`src/rtl/l15_req_arbiter.sv`:
```
// Round-robin arbiter that shares the single L1.5 NoC request port between the
// I-cache, D-cache load and write-buffer requesters, with a TID pool and a cap on outstanding stores.
module l15_req_arbiter #(
    parameter int NR_PORTS = 3,
    parameter int ADDR_W   = 64,
    parameter int DATA_W   = 64,
    parameter int TID_W    = 2,
    parameter int MAX_ST   = 7
) (
    input  logic                         clk_i,
    input  logic                         rst_i,
    input  logic [NR_PORTS-1:0]          req_valid_i,
    output logic [NR_PORTS-1:0]          req_ready_o,
    input  logic [NR_PORTS-1:0]          req_store_i,
    input  logic [NR_PORTS*ADDR_W-1:0]   req_addr_i,
    input  logic [NR_PORTS*DATA_W-1:0]   req_wdata_i,
    output logic                         mem_req_valid_o,
    input  logic                         mem_req_ready_i,
    output logic [ADDR_W-1:0]            mem_req_addr_o,
    output logic [DATA_W-1:0]            mem_req_wdata_o,
    output logic                         mem_req_store_o,
    output logic [TID_W-1:0]             mem_req_tid_o,
    output logic [1:0]                   mem_req_port_o,
    input  logic                         mem_rtrn_valid_i,
    input  logic [TID_W-1:0]             mem_rtrn_tid_i,
    output logic [NR_PORTS-1:0]          rtrn_valid_o,
    output logic                         spurious_o,
    output logic [3:0]                   st_cnt_o,
    output logic                         idle_o
);

    localparam int NTID = 1 << TID_W;

    logic [NTID-1:0]     r_free;
    logic [NTID-1:0]     r_st_bit;
    logic [1:0]          r_owner [NTID];
    logic [1:0]          r_rr;
    logic [3:0]          r_st_cnt;
    logic                r_valid;
    logic [ADDR_W-1:0]   r_addr;
    logic [DATA_W-1:0]   r_wdata;
    logic                r_store;
    logic [TID_W-1:0]    r_tid;
    logic [1:0]          r_port;

    logic                w_can_load;
    logic                w_st_ok;
    logic [NR_PORTS-1:0] w_elig;
    logic                w_gnt_vld;
    logic [1:0]          w_gnt_idx;
    logic [TID_W-1:0]    w_alloc_tid;
    logic                w_rtrn_busy;
    logic                w_st_inc;
    logic                w_st_dec;

    assign w_can_load = ~r_valid | mem_req_ready_i;
    assign w_st_ok    = r_st_cnt < 4'(MAX_ST);

    always_comb begin
        for (int i = 0; i < NR_PORTS; i++) begin
            w_elig[i] = req_valid_i[i] & (|r_free) & (~req_store_i[i] | w_st_ok);
        end
    end

    // Search starts at the RR pointer so a blocked port never starves the others.
    always_comb begin : gnt_sel
        int p;
        w_gnt_vld = 1'b0;
        w_gnt_idx = '0;
        p         = 0;
        for (int k = 0; k < NR_PORTS; k++) begin
            p = (int'(r_rr) + k) % NR_PORTS;
            if (!w_gnt_vld && w_can_load && w_elig[p]) begin
                w_gnt_vld = 1'b1;
                w_gnt_idx = 2'(p);
            end
        end
    end

    // Allocation looks only at the registered mask, so a TID freed this cycle is not reused yet.
    always_comb begin
        w_alloc_tid = '0;
        for (int t = NTID - 1; t >= 0; t--) begin
            if (r_free[t]) w_alloc_tid = TID_W'(t);
        end
    end

    assign req_ready_o  = w_gnt_vld ? (NR_PORTS'(1) << w_gnt_idx) : '0;
    assign w_rtrn_busy  = mem_rtrn_valid_i & ~r_free[mem_rtrn_tid_i];
    assign rtrn_valid_o = w_rtrn_busy ? (NR_PORTS'(1) << r_owner[mem_rtrn_tid_i]) : '0;
    assign spurious_o   = mem_rtrn_valid_i & r_free[mem_rtrn_tid_i];
    assign w_st_inc     = w_gnt_vld & req_store_i[w_gnt_idx];
    assign w_st_dec     = w_rtrn_busy & r_st_bit[mem_rtrn_tid_i];

    always_ff @(posedge clk_i) begin
        if (rst_i) begin
            r_free   <= '1;
            r_st_bit <= '0;
            for (int t = 0; t < NTID; t++) r_owner[t] <= '0;
            r_rr     <= '0;
            r_st_cnt <= '0;
            r_valid  <= 1'b0;
            r_addr   <= '0;
            r_wdata  <= '0;
            r_store  <= 1'b0;
            r_tid    <= '0;
            r_port   <= '0;
        end else begin
            if (w_rtrn_busy) r_free[mem_rtrn_tid_i] <= 1'b1;
            if (w_gnt_vld) begin
                r_free[w_alloc_tid]   <= 1'b0;
                r_owner[w_alloc_tid]  <= w_gnt_idx;
                r_st_bit[w_alloc_tid] <= req_store_i[w_gnt_idx];
                r_rr    <= (int'(w_gnt_idx) == NR_PORTS - 1) ? 2'd0 : w_gnt_idx + 2'd1;
                r_valid <= 1'b1;
                r_addr  <= req_addr_i[int'(w_gnt_idx)*ADDR_W +: ADDR_W];
                r_wdata <= req_wdata_i[int'(w_gnt_idx)*DATA_W +: DATA_W];
                r_store <= req_store_i[w_gnt_idx];
                r_tid   <= w_alloc_tid;
                r_port  <= w_gnt_idx;
            end else if (w_can_load) begin
                r_valid <= 1'b0;
            end
            if (w_st_inc && !w_st_dec) begin
                r_st_cnt <= r_st_cnt + 4'd1;
            end else if (w_st_dec && !w_st_inc) begin
                r_st_cnt <= r_st_cnt - 4'd1;
            end
        end
    end

    assign mem_req_valid_o = r_valid;
    assign mem_req_addr_o  = r_addr;
    assign mem_req_wdata_o = r_wdata;
    assign mem_req_store_o = r_store;
    assign mem_req_tid_o   = r_tid;
    assign mem_req_port_o  = r_port;
    assign st_cnt_o        = r_st_cnt;
    assign idle_o          = (&r_free) & ~r_valid;

endmodule

```
`config.mk`:
```
export PLATFORM = sky130hd
export DESIGN_NAME = l15_req_arbiter
export DESIGN_NICKNAME = d
export VERILOG_FILES = /design/src/rtl/l15_req_arbiter.sv
export SDC_FILE = /design/constraint.sdc
export NUM_CORES = 1
export LEC_CHECK = 0
export BUFFER_PORTS_ARGS = -buffer_cell sky130_fd_sc_hd__buf_2
export CAP_MARGIN = 10
export CELL_PAD_IN_SITES_DETAIL_PLACEMENT = 1
export CELL_PAD_IN_SITES_GLOBAL_PLACEMENT = 1
export CORE_AREA = 2 2 210 212
export DETAILED_ROUTE_END_ITERATION = 10
export DIE_AREA = 0 0 212 214
export PLACE_DENSITY_LB_ADDON = 0.1
export SETUP_SLACK_MARGIN = 0.15
export SLEW_MARGIN = 20
export SYNTH_ARGS = -nofsm -noshare
export SYNTH_HDL_FRONTEND = slang
export SYNTH_SLANG_ARGS = --single-unit
```
`constraint.sdc`:
```
create_clock -name clk_i -period 4.57 [get_ports clk_i]
set_clock_uncertainty 0.1 [all_clocks]
set_input_delay 0.6855 -clock clk_i [delete_from_list [all_inputs] [get_ports clk_i]]
set_output_delay 0.6855 -clock clk_i [all_outputs]
set_load 0.05 [all_outputs]
```
# After elaboration in Yosys (flattened, before gate mapping)
# Memory sizes are Yosys's and may differ from the RTL's.
# Index checks and enable logic that the tools add are counted.
# totals
out_inout_bits	146
mem_bits_rw	8
register_bits	148
inputBits	396
word_cells	122
mem_count	1
# classes
n_shift	4
add_sub_neg	5
n_mux	48
bitwise_logic	23
n_reduce_logical	18
eq_ne	1
magnitude_cmp	9
div	3
# memory_table
name	words	width	read_ports	rd_clocked_by_memory_dff	write_ports	line	source
r_owner	4	2	1	0	4	36	logic [1:0] r_owner [NTID];
# ops
cell	count
$shiftx 192x9->64	2
$lt 32x4->1 const B	3
$mod 32x3->32 const B	2
$mod 3x3->32 const B	1
$mux 1	22
$mux 2	10
$mux 4	5
$bmux 1 s2	6
$and 1x1->1	11
$logic_and 1x1->1	9
$lt 2x3->1 const B	3
$mux 3	2
$shl 1x2->3 const A	2
$not 1->1	5
$add 4x1->4 const B	1
$and 4x4->4	1
$bwmux 4	1
$demux 1 s2	2
$ge 2x1->1 const B	2
$logic_not 1->1	4
$lt 4x3->1 const B	1
$not 4->4	1
$or 1x1->1	4
$or 4x4->4	1
9 further kinds	10

# Longest topological paths before layout
# depth
ltp_word	23
depth_mapped	19
ltp_nobuf	18

# Least setup slack after synthesis
# OpenSTA, ideal clock, no wires.
# synth_path
path_kind	register to register
start	register r_st_cnt[1], in the netlist st_cnt_o[1]
end	register r_st_cnt[3], in the netlist st_cnt_o[3]
period_less_slack_ps	3903
arrival_time_ps	3732
setup_slack_ps	667
path_stages_with_launch	17
t_required_ps	4399
setup_ps	71
path_buffers	0
cell_sequence	dfxtp_1 > a31o_1 > a2111oi_0 > a22o_1 > o211ai_1 > nand3_1 > inv_2 > a221o_1 > nor2_1 > ha_1 > inv_1 > ha_1 > a21o_1 > a21oi_1 > xnor2_1 > or3_1 > a21oi_1
# synth_via
elab_chain_len	22
word_cells_on_any_way	40
classes_between	2 x add/sub; 1 x order compare; 19 x mux; 7 x bitwise; 11 x reduce/logical
# synth_rtl
element	line	source
start: declaration	38	logic [3:0] r_st_cnt;
start signal: assignment	125	r_st_cnt <= r_st_cnt + 4'd1;
start signal: assignment	127	r_st_cnt <= r_st_cnt - 4'd1;
$lt 4x3->1	57	assign w_st_ok = r_st_cnt < 4'(MAX_ST);
$or 1x1->1	61	w_elig[i] = req_valid_i[i] & (|r_free) & (~req_store_i[i] | w_st_ok);
$and 1x1->1	61	
$bmux 1 s2	73	if (!w_gnt_vld && w_can_load && w_elig[p]) begin
$mux 1 (not written as such) (2 in series)	73	
$logic_and 1x1->1	73	
$mux 1	73	
$logic_not 1->1	73	
[... 4 more ...]	-	
$logic_and 1x1->1 (2 in series)	73	
$mux 2	73	
$bmux 1 s2	92	assign w_st_inc = w_gnt_vld & req_store_i[w_gnt_idx];
$mux 1 (not written as such)	92	
$and 1x1->1	92	
$logic_not 1->1	126	end else if (w_st_dec && !w_st_inc) begin
$logic_and 1x1->1	126	
$reduce_bool 2->1 (no line)	-	
# Several ways; a longest one is shown, not always the timed one. The select of a mux whose other input is x is not followed.
# A chain may end at the register's enable or synchronous reset.

# Worst setup path in the final report
# layout_path
start	register r_rr[0]
end	output port req_ready_o[2]
# layout_via
elab_chain_len	16
word_cells_on_any_way	29
classes_between	2 x add/sub; 3 x div; 1 x shift; 16 x mux; 7 x reduce/logical
# layout_rtl
element	line	source
start: declaration	37	logic [1:0] r_rr;
start signal: assignment	114	r_rr <= (int'(w_gnt_idx) == NR_PORTS - 1) ? 2'd0 : w_gnt_idx + 2'd1;
branches (longest 15 deep; another with $mod 32x3->32)	-	
$mux 3 (*)	88	assign req_ready_o = w_gnt_vld ? (NR_PORTS'(1) << w_gnt_idx) : '0;
end: declaration	13	output logic [NR_PORTS-1:0] req_ready_o,
# Mark *: on every way between the ends. The select of a mux whose other input is x is not followed.

==> flow_metrics.env <==
export IMPL_min_period_ps=4120
export IMPL_grt_max_degree=83
export IMPL_routed_wl_met3_um=3230
export IMPL_r2r_start="r_rr[0]"
export IMPL_fill_cells=5267
export IMPL_cp_end_kind="output port"
export IMPL_synthCells=976
export IMPL_fin_nets=1866
export IMPL_setup_viol=0
export IMPL_cts_setup_buffers=0
export IMPL_synth_ff_type="dfxtp_1"
export IMPL_initial_utilization=0.191
export IMPL_finalCritPeriodShare=0.901
export IMPL_clock_sinks=156
export IMPL_synth_compound_area_frac=0.236
export IMPL_drt_pass1_iter_count=4
export IMPL_syn2layout_area_growth_pct=47.4
export IMPL_die_w_um=212
export IMPL_hold_class="reg2reg"
export IMPL_die_area_um2=45400
export IMPL_synthArstFlopShare=0
export IMPL_critPathRequiredTime_ps=3780
export IMPL_whs_path_depth=2
export IMPL_place_gp_congestion=0.801
export IMPL_wire_per_inst_um=20.3
export IMPL_worst_r2r_cell_count=16
export IMPL_pin_count=542
export IMPL_power_density_nw_per_um2=894
export IMPL_rsz0062_at_grt="no"
export IMPL_portBuffers=541
export IMPL_track_usage=0.183
export IMPL_syn_avg_cell_area_um2=8.38
export IMPL_synth_xor_area_frac=0.00321
export IMPL_maxCapViolations=0
export IMPL_crit_slowest_cell="ha_1"
export IMPL_viasPerCell=4.50
export IMPL_setup_tns_ps=0
export IMPL_vias=9297
export IMPL_cp_arrival_ps=3330
export IMPL_grt_overflow=0
export IMPL_ant_nets=0
export IMPL_drt_total_wl_um=42000
export IMPL_grt_pass1_wl_um=62100
export IMPL_finalMaxSlewViolations=0
export IMPL_wl_met2_um=21100
export IMPL_rrSetupSlack_ps=490
export IMPL_min_to="mem_req_addr_o[56]"
export IMPL_synth_cell_types=59
export IMPL_clkLatencyLatePin_ps=450
export IMPL_wl_met1_um=16700
export IMPL_htree_levels=4
export IMPL_synth_seq_area_share=0.392
export IMPL_synth_nets=1378
export IMPL_core_area_um2=42900
export IMPL_maxUsedRoutingLayer="met5"
export IMPL_yosysWarnings=0
export IMPL_synthSimpleGateAreaFrac=0.216
export IMPL_synth_edf_count=8
export IMPL_final_cell_mix="buf_2, dfxtp_1, nor2_1"
export IMPL_synthAdderAreaFrac=0.0115
export IMPL_status="finished, final reports clean"
export IMPL_placed_cell_area_um2=11400
export IMPL_tightest_slew_ps=959
export IMPL_hpwl_um=31900
export IMPL_core_rowCount=76
export IMPL_timing_fmax_mhz=243
export IMPL_synthMuxAreaShare=0.0869
export IMPL_critPathMaxFanout=69
export IMPL_cts_root_buffer="clkbuf_16"
export IMPL_cts_inserted_buffers=17
export IMPL_critPathKind="reg2out"
export IMPL_path_cells="inv_1 -> ha_1 -> or2_2 -> o211a_1 -> o211ai_1 -> nand3_4 -> inv_2 -> buf_6 -> buf_2"
export IMPL_p_leak_uw=0.00594
export IMPL_cp_slowest_stage_delay_ps=440
export IMPL_timing_rr_end="st_cnt_o[3]"
export IMPL_ys_seq_elements=156
export IMPL_clkTransAtPathRegs_ps=70
export IMPL_drc_errors=0
export IMPL_die_h_um=214
export IMPL_synth_top_family_by_area="compound AO/OA/AOI/OAI gates"
export IMPL_final_common_cell="buf_2"
export IMPL_slew_headroom=0.361
export IMPL_syn_area_um2=8180
export IMPL_antenna_found_initial=14
export IMPL_critPathLaunchType="flip-flop"
export IMPL_cts_tree="built"
export IMPL_irDropWorstVdd_mv=0.546
export IMPL_drive_gt1_frac=0.412
export IMPL_clk_path_buf_depth=2
export IMPL_drtIter0Drc=388
export IMPL_hp_start="mem_req_addr_o[56]"
export IMPL_hold_viol_final=0
export IMPL_stdcell_area_um2=12100
export IMPL_first_global_vias=9703
-- power by group --
part / switching, uW / internal, uW
Combinational: 4980 / 1930
Clock: 646 / 906
Sequential: 321 / 2000
Total: 5940 / 4830
-- cell usage after synthesis, types with 4 or more instances --
cell / n / share of area
a21oi_1: 13 / 0.0080
mux2i_1: 62 / 0.076
inv_1: 11 / 0.0051
nor2_1: 147 / 0.067
buf_4: 8 / 0.0073
nor2b_1: 4 / 0.0031
nor3_1: 7 / 0.0043
ha_1: 5 / 0.0077
o31ai_1: 63 / 0.058
a221oi_1: 67 / 0.072
nand3b_1: 4 / 0.0037
nand2_1: 137 / 0.063
clkbuf_1: 64 / 0.029
nand2b_1: 69 / 0.053
or3_1: 4 / 0.0031
nand4_1: 4 / 0.0031
edfxtp_1: 8 / 0.029
dfxtp_1: 148 / 0.36
o21ai_0: 5 / 0.0031
a211oi_1: 68 / 0.062
mux4_2: 4 / 0.011
buf_2: 14 / 0.0086
-- final cells by class --
type | instances | area, um2 | area share
clock buffer | 18 | 429 | 0.0356
clock inverter | 14 | 176 | 0.0146
tap | 585 | 732 | 0.0607
antenna | 6 | 15.0 | 0.00125
multi-input combinational | 717 | 4590 | 0.381
sequential | 156 | 3200 | 0.266
timing repair buffer | 559 | 2860 | 0.237
inverter | 13 | 48.8 | 0.00405
-- registers in the layout (all words and copies together) (netlist names) --
name             flops
mem_req_addr_o      64
mem_req_port_o       2
mem_req_store_o      1
mem_req_tid_o        2
mem_req_valid_o      1
mem_req_wdata_o     64
r_free               4
r_owner              8
r_rr                 2
r_st_bit             4
st_cnt_o             4
-- metrics by stage --
stage                     hold WS [ps]  setup slack [ps]  total power, uW   util  cells
final                              346               450            10800  0.281   2068
after global routing               365               161            11500  0.281   2067
after CTS                          339               219            11000  0.280   2062
after detailed placement           334              66.4             9360  0.266   2030
after global placement             331               139             9320  0.266   2030
after floorplan                    354               667             7400      -    976
-- worst max-delay path, delay by kind of cell, from the launching register on --
family / cells / cell delay [ps]
buffers and inverters: 4 / 970
AOI/OAI and AO/OA: 2 / 610
and+or+nand+nor: 2 / 460
DFF: 1 / 360
adders and majority gates: 1 / 440
-- cells by family (layout without fill, tap and decap cells) --
kind of cell	count (synthesis)	count (layout)
buf+inv	103	604
simple gates	394	394
other cells	0	6
mux	66	66
flops	156	156
xor+xnor	3	3
fa+ha+maj	7	7
compound gates	247	247
-- per-layer routing --
metal / global-route usage / up-vias
li1: - / 4508
met2: 0.325 / 347
met3: 0.0573 / 49
met1: 0.203 / 4385
met5: 0 / -
met4: 0.0629 / 8
-- worst max path at each step --
stage / from / to / slack (ps) / cells past startpoint
final: r_rr[0] / req_ready_o[2] / 450 / 9
after global routing: r_free[0] / st_cnt_o[3] / 160 / 15
after CTS: r_rr[0] / req_ready_o[2] / 220 / 9
after detailed placement: req_store_i[1] / st_cnt_o[3] / 70 / 16
after global placement: req_store_i[1] / st_cnt_o[3] / 140 / 16
after floorplan: st_cnt_o[1] / st_cnt_o[3] / 670 / 16
-- timing repair --
action                                  in CTS  in global routing
endpoints found under the setup margin       1                  3
resized for setup                            3                  5
pin swaps                                    0                  0
cloned                                       0                  0
hold buffers                                 0                  0
(Power assumes the default switching activity.)
